**config.mk**
```make
export PLATFORM = sky130hd
export DESIGN_NAME = axi_lite_master
export DESIGN_NICKNAME = d
export VERILOG_FILES = /design/src/rtl/axi_lite_master.sv
export SDC_FILE = /design/constraint.sdc
export NUM_CORES = 1
export LEC_CHECK = 0
export ABC_AREA = 1
export CORE_MARGIN = 2
export CORE_UTILIZATION = 41
export CTS_CLUSTER_DIAMETER = 150
export CTS_CLUSTER_SIZE = 16
export DETAILED_ROUTE_END_ITERATION = 8
export GPL_TIMING_DRIVEN = 0
export PLACE_DENSITY = 0.92
export RECOVER_POWER = 25
export SLEW_MARGIN = 20
export SYNTH_ARGS = -nofsm -noshare
export SYNTH_HDL_FRONTEND = slang
export SYNTH_SLANG_ARGS = --single-unit
```
**constraint.sdc**
```tcl
create_clock -name ACLK -period 4.62 [get_ports ACLK]
set_input_delay 0.924 -clock ACLK [delete_from_list [all_inputs] [get_ports ACLK]]
set_output_delay 0.924 -clock ACLK [all_outputs]
set_load 0.03 [all_outputs]
```
**src/rtl/axi_lite_master.sv**
```systemverilog
// Single-outstanding AXI4-lite master: turns one core load/store request into
// one AXI4-lite write (AW+W+B) or read (AR+R) transaction and returns its status.
module axi_lite_master #(
  parameter int ADDR_WIDTH = 32,
  parameter int DATA_WIDTH = 32,
  parameter int STRB_WIDTH = DATA_WIDTH / 8,
  parameter int TIMEOUT    = 255
) (
  input  logic                  ACLK,
  input  logic                  ARESET,
  input  logic                  req_valid,
  output logic                  req_ready,
  input  logic                  req_write,
  input  logic [ADDR_WIDTH-1:0] req_addr,
  input  logic [DATA_WIDTH-1:0] req_wdata,
  input  logic [STRB_WIDTH-1:0] req_wstrb,
  output logic                  rsp_valid,
  output logic [DATA_WIDTH-1:0] rsp_rdata,
  output logic                  rsp_error,
  output logic                  AWVALID,
  input  logic                  AWREADY,
  output logic [ADDR_WIDTH-1:0] AWADDR,
  output logic [2:0]            AWPROT,
  output logic                  WVALID,
  input  logic                  WREADY,
  output logic [DATA_WIDTH-1:0] WDATA,
  output logic [STRB_WIDTH-1:0] WSTRB,
  input  logic                  BVALID,
  output logic                  BREADY,
  input  logic [1:0]            BRESP,
  output logic                  ARVALID,
  input  logic                  ARREADY,
  output logic [ADDR_WIDTH-1:0] ARADDR,
  output logic [2:0]            ARPROT,
  input  logic                  RVALID,
  output logic                  RREADY,
  input  logic [DATA_WIDTH-1:0] RDATA,
  input  logic [1:0]            RRESP
);

  localparam logic [2:0] IDLE    = 3'd0;
  localparam logic [2:0] WRITE   = 3'd1;
  localparam logic [2:0] WRITE_B = 3'd2;
  localparam logic [2:0] READ_A  = 3'd3;
  localparam logic [2:0] READ_R  = 3'd4;

  localparam int              CNT_W    = (TIMEOUT > 1) ? $clog2(TIMEOUT + 1) : 1;
  localparam logic [CNT_W-1:0] CNT_LAST = CNT_W'((TIMEOUT > 0) ? (TIMEOUT - 1) : 0);
  localparam logic [CNT_W-1:0] CNT_MAX  = {CNT_W{1'b1}};

  logic [2:0]            state_r;
  logic                  req_ready_r;
  logic                  rsp_valid_r;
  logic                  rsp_error_r;
  logic [DATA_WIDTH-1:0] rsp_rdata_r;
  logic [ADDR_WIDTH-1:0] addr_r;
  logic [DATA_WIDTH-1:0] wdata_r;
  logic [STRB_WIDTH-1:0] wstrb_r;
  logic                  awvalid_r;
  logic                  wvalid_r;
  logic                  bready_r;
  logic                  arvalid_r;
  logic                  rready_r;
  logic [CNT_W-1:0]      cnt_r;

  logic                  timeout_s;
  logic [CNT_W-1:0]      cnt_next_s;
  logic                  aw_done_s;
  logic                  w_done_s;

  // Response-wait timeout detection and saturating counter increment.
  always_comb begin
    timeout_s  = 1'b0;
    cnt_next_s = cnt_r;
    if ((TIMEOUT != 0) && (cnt_r == CNT_LAST)) begin
      timeout_s = 1'b1;
    end else begin
      timeout_s = 1'b0;
    end
    if (cnt_r != CNT_MAX) begin
      cnt_next_s = cnt_r + CNT_W'(1);
    end else begin
      cnt_next_s = cnt_r;
    end
  end

  // A channel counts as done if it already handshook or is handshaking now.
  assign aw_done_s = !awvalid_r || AWREADY;
  assign w_done_s  = !wvalid_r || WREADY;

  // Transaction FSM with all handshake and response outputs registered.
  always_ff @(posedge ACLK or posedge ARESET) begin
    if (ARESET) begin
      state_r     <= IDLE;
      req_ready_r <= 1'b1;
      rsp_valid_r <= 1'b0;
      rsp_error_r <= 1'b0;
      rsp_rdata_r <= '0;
      addr_r      <= '0;
      wdata_r     <= '0;
      wstrb_r     <= '0;
      awvalid_r   <= 1'b0;
      wvalid_r    <= 1'b0;
      bready_r    <= 1'b0;
      arvalid_r   <= 1'b0;
      rready_r    <= 1'b0;
      cnt_r       <= '0;
    end else begin
      rsp_valid_r <= 1'b0;
      case (state_r)
        IDLE: begin
          if (req_valid) begin
            addr_r      <= req_addr;
            wdata_r     <= req_wdata;
            wstrb_r     <= req_wstrb;
            req_ready_r <= 1'b0;
            if (req_write) begin
              state_r   <= WRITE;
              awvalid_r <= 1'b1;
              wvalid_r  <= 1'b1;
            end else begin
              state_r   <= READ_A;
              arvalid_r <= 1'b1;
            end
          end
        end
        WRITE: begin
          if (AWREADY) awvalid_r <= 1'b0;
          if (WREADY)  wvalid_r  <= 1'b0;
          if (aw_done_s && w_done_s) begin
            state_r  <= WRITE_B;
            bready_r <= 1'b1;
            cnt_r    <= '0;
          end
        end
        WRITE_B: begin
          if (BVALID) begin
            state_r     <= IDLE;
            req_ready_r <= 1'b1;
            bready_r    <= 1'b0;
            rsp_valid_r <= 1'b1;
            rsp_error_r <= (BRESP != 2'b00);
          end else if (timeout_s) begin
            state_r     <= IDLE;
            req_ready_r <= 1'b1;
            bready_r    <= 1'b0;
            rsp_valid_r <= 1'b1;
            rsp_error_r <= 1'b1;
            rsp_rdata_r <= '0;
          end else begin
            cnt_r <= cnt_next_s;
          end
        end
        READ_A: begin
          if (ARREADY) begin
            state_r   <= READ_R;
            arvalid_r <= 1'b0;
            rready_r  <= 1'b1;
            cnt_r     <= '0;
          end
        end
        READ_R: begin
          if (RVALID) begin
            state_r     <= IDLE;
            req_ready_r <= 1'b1;
            rready_r    <= 1'b0;
            rsp_valid_r <= 1'b1;
            rsp_error_r <= (RRESP != 2'b00);
            rsp_rdata_r <= RDATA;
          end else if (timeout_s) begin
            state_r     <= IDLE;
            req_ready_r <= 1'b1;
            rready_r    <= 1'b0;
            rsp_valid_r <= 1'b1;
            rsp_error_r <= 1'b1;
            rsp_rdata_r <= '0;
          end else begin
            cnt_r <= cnt_next_s;
          end
        end
        default: begin
          state_r     <= IDLE;
          req_ready_r <= 1'b1;
          awvalid_r   <= 1'b0;
          wvalid_r    <= 1'b0;
          bready_r    <= 1'b0;
          arvalid_r   <= 1'b0;
          rready_r    <= 1'b0;
        end
      endcase
    end
  end

  assign req_ready = req_ready_r;
  assign rsp_valid = rsp_valid_r;
  assign rsp_error = rsp_error_r;
  assign rsp_rdata = rsp_rdata_r;
  assign AWVALID   = awvalid_r;
  assign AWADDR    = addr_r;
  assign AWPROT    = 3'b000;
  assign WVALID    = wvalid_r;
  assign WDATA     = wdata_r;
  assign WSTRB     = wstrb_r;
  assign BREADY    = bready_r;
  assign ARVALID   = arvalid_r;
  assign ARADDR    = addr_r;
  assign ARPROT    = 3'b000;
  assign RREADY    = rready_r;

endmodule
```
### After elaboration in Yosys (flattened, before gate mapping)

Index checks and enable logic that the tools add are counted.
Widths: inputs -> output; s select.

* $add $sub $neg: 1
* equality and inequality tests: 17
* multiplexer cells: 50
* bitwise gates (word level): 5
* reduce and logical (&&, ||, !) cells: 25

Operators with widths (number)
* $mux 32: 3
* $pmux 32 s2: 1
* $mux 8: 6
* $pmux 8 s4: 1
* $mux 1: 23
* $mux 3: 6
* $ne 2x2->1 const B: 9
* $pmux 1 s3: 5
* $pmux 3 s5: 1
* $reduce_and 4->1: 3
* $reduce_or 3->1: 4
* $reduce_and 3->1: 3
* $add 8x1->8 const B: 1
* $eq 8x8->1 const B: 1
* $ne 8x8->1 const B: 1
* $eq 3x2->1 const B: 2
* $ne 3x3->1 const B: 2
* $reduce_and 2->1: 3
* $reduce_bool 2->1: 3
* $not 1->1: 5
* $reduce_and 5->1: 1
* $pmux 1 s2: 2
* $pmux 1 s4: 1
* $reduce_bool 4->1: 1
* other kinds (8): 10

* flip-flop bits (word level): 119
* input bits: 113
* output and inout bits: 146
* logic and storage cells: 112

### Logic depth before layout (Yosys ltp)

* depth after elaboration: 5
* gate-level depth with buffers: 10
* depth with buffers taken out: 10

### Worst setup path before layout

Ideal clock, no wire load.

* kind: input to register
* from: in WREADY
* to: reg cnt_r[0]
* setup time: 117 ps
* data arrival time: 1648 ps
* data required time: 4503 ps
* slack: 2855 ps
* stages on the path: 9
* buffers on the path: 0
* path through: inv_1 nand2_1 nand2_1 nand2_2 nand3_1 nor2_4 nand2_2 nand2_1 nand2_1

* longest elaborated chain between the ends: 4

Ends and longest elaborated chain
* from (decl): line 25 `input logic WREADY,`
* $logic_or 1x1->1: line 89 `assign w_done_s = !wvalid_r || WREADY;`
* $logic_and 1x1->1: line 130 `if (aw_done_s && w_done_s) begin`
* $ne 2x2->1 (no source line)
* $reduce_and 5->1 (no source line)
* to (signal assigned): line 151 `cnt_r <= cnt_next_s;`
* to (signal assigned): line 178 `cnt_r <= cnt_next_s;`
* to (decl): line 64 `logic [CNT_W-1:0] cnt_r;`

No other way between the ends.
A chain may end at the register's enable or synchronous reset.

==> flow_summary.ini <==
[synth]
yosys_warnings = 0
synth_area_leaders = dfrtp_1 56%, mux2_2 13%, nand2_1 12%
avgSynthCellArea_um2 = 10.5
yosysSeqAreaShare = 0.569
syn_area_um2 = 5240
synth_top_area_share = 0.564
synth-seq-cells = 119
synthDistinctLibCells = 23
synth_top_area_cell = dfrtp_1
synthCells = 500

[sta]
layout_setup_ws_ns = 1.74
setup_viol = 0
worst_pin_slew_ns = 2.60
skew_ns = 0.00612
holdWs_ns = 0.466
slew_headroom = -0.746
fin_crit_sh = 0.623
hold_viol_final = 0
rsz0062_at_grt = false
fmax_mhz = 347
drv_slew = 57
min_period_ns = 2.88

[grt]
grt_max_degree = 64
track_usage = 0.208
antenna_found_initial = 0
grt-busiest-layer = met2
use_met2 = 0.350
grt_pass1_vias = 4246
met3_usage = 0.0700
grt-ovfl-total = 0
grt_first_pass_wirelength_um = 21500
met1_usage = 0.246

[worst_setup_path]
arrival_ns = 2.99
cp.required_ns = 4.73
r2r_start = state_r[1]
path_cells = dlygate4sd3_1 > clkinvlp_2
ff2ff_setup_slack_ns = 2.76
worstPathMaxFanout = 57
critical_path.top_delay_family = buffers and inverters
worst_setup_path_end_kind = asynchronous set/reset pin
critPathSlowestCell = clkinvlp_2
r2r_cells = 7
cp.buffers_inverters = 2
crit_type = in -> async
regToRegEndpoint = WDATA[24]
start_kind = input pin
max_stage_delay_ns = 1.48

[power_and_ir_drop]
seqPwrFrac = 0.263
ir_worst_vdd_mv = 0.568
power_switching_uw = 2900
p_comb_frac = 0.552
switching_share = 0.410
cellPowerDensity_nw_per_um2 = 822
power.internal_uw = 4180
p_clk_frac = 0.185
p_leak_uw = 0.00399
p_total_uw = 7080

[cts]
clock_latency_ns = 0.42
postCtsResizedCells = 0
postCtsHoldBufs = 0
cts.clk_slew.worst_paths_ns = 0.05
clock_path_buffers = 2
cts_made_buffers = 17
cts_tree = done
cts_sinks = 119
cts-root-buf = clkbuf_16
post_cts_buffers = 0
h-tree-depth = 4

[hold_path]
hold_end = rsp_rdata[23]
holdCritStartpoint = rsp_rdata[23]
hp-class = reg -> reg
holdPathStages = 2

[routing]
route.detailed.drc = 0
viasPerCell = 4.48
wl_per_cell_um = 14.8
detail_route.first_pass.iterations = 4
final_antenna_net_count = 0
wl_um = 14200
via_count = 4308
drt-initial-drc-count = 246

[place]
post-dp-hpwl_um = 10800
io_buffer_count = 252
pre_cts_ws_ns = 2.14
dp_cells = 930
gp_congestion = 0.828

[floorplanning]
coreArea_um2 = 12600
die_h_um = 117
ioPinCount = 259
die_w_um = 117
die_area_um2 = 13700
num_rows = 41
floorplan.initialDensity = 0.417

[finish]
final_common_cell = clkdlybuf4s50_1
diodes = 0
final_cell_count_no_fill = 961
final_cell_mix = 248 x clkdlybuf4s50_1, 164 x nand2_1, 118 x dfrtp_1
drive_gt1_frac = 0.204
n_fill_cell = 918
nNetsFinal = 892
area.growth.synth_to_final_pct = 64.4

[flow_run]
maxCapViolCount = 1

[run_status]
status = complete, but fails checks
violations = capacitance limit, slew limit
[registers in the layout (all words and copies together), names as in the netlist, 3 cells and up]
signal / flops
WSTRB: 4
state_r: 3
WDATA: 32
rsp_rdata: 32
ARADDR: 32
cnt_r: 8
[power by group through the flow]
| stage | clock (µW) | sequential, µW | combinational [µW] |
|---|---|---|---|
| final | 1310 | 1860 | 3910 |
| after global routing | 1380 | 1920 | 4140 |
| after CTS | 1340 | 1860 | 3950 |
| after detailed placement | 0 | 1870 | 3930 |
| after global placement | 0 | 1840 | 3860 |
| after floorplan | 0 | 2770 | 1410 |
[logic make-up after synthesis]
| kind of cell | synth area share |
|---|---|
| simple gates | 0.171 |
| flops | 0.569 |
| buf+inv | 0.0865 |
| mux | 0.153 |
| compound gates | 0.0105 |
| xor+xnor | 0.00502 |
| fa+ha+maj | 0.00478 |
| other cells | 0.000716 |
[per-layer routing]
metal,share of wire,wire (µm),vias to the layer above
met1,0.40,5640,2001
met4,0.024,335,0
met5,0,0,-
met2,0.51,7200,167
met3,0.073,1040,24
li1,-,-,2116
[worst min-delay path: stages, from the launching register on]
cell,delay (ns)
dfrtp_1,0.33
nand2_1,0.06
nand2_1,0.04
[metrics by stage]
| stage | cell area (µm²) | utilization | TNS (ns) |
|---|---|---|---|
| after floorplan | 5260 | - | 0 |
| after CTS | 8620 | 0.686 | 0 |
| after global routing | 8610 | 0.685 | 0 |
| after global placement | 8000 | 0.636 | -135.89 |
| after detailed placement | 8030 | 0.639 | 0 |
| final | 8610 | 0.685 | 0 |
[synthesized netlist by cell type]
cell type,number
nor2_4,2
buf_4,38
nand2_2,5
a21oi_1,6
mux2_2,59
xnor2_1,2
buf_6,2
nand4_1,3
ha_1,2
dfstp_2,1
xor2_1,1
buf_2,8
o21ai_0,5
nor2_2,3
inv_1,22
conb_1,1
mux2_4,9
inv_2,3
nand3_1,23
nand2_1,163
dfrtp_1,118
clkbuf_1,3
nor2_1,21
[cell type report]
type | instances | area, µm² | share of cell area
Buffer | 51 | 359 | 0.0417
Inverter | 25 | 95.1 | 0.0110
Tap cell | 172 | 215 | 0.0250
Clock inverter | 8 | 95.1 | 0.0110
Timing Repair Buffer | 253 | 2550 | 0.296
Multi-Input combinational cell | 310 | 1820 | 0.212
Sequential cell | 119 | 2980 | 0.346
Clock buffer | 23 | 498 | 0.0578
[how the worst max path moves through the flow]
stage	endpoint	cells after the start	startpoint	slack (ns)
4_1_cts	req_ready	1	req_ready	2.03
6_report	ARADDR[11]	2	ARESET	1.74
3_5_place_dp	cnt_r[2]	10	WREADY	2.14
3_3_place_gp	ARADDR[17]	2	ARESET	-1.16
5_1_grt	WDATA[24]	2	ARESET	1.31
2_1_floorplan	ARADDR[0]	1	ARESET	0.54
Note: power is estimated with default switching activity, not from simulation.
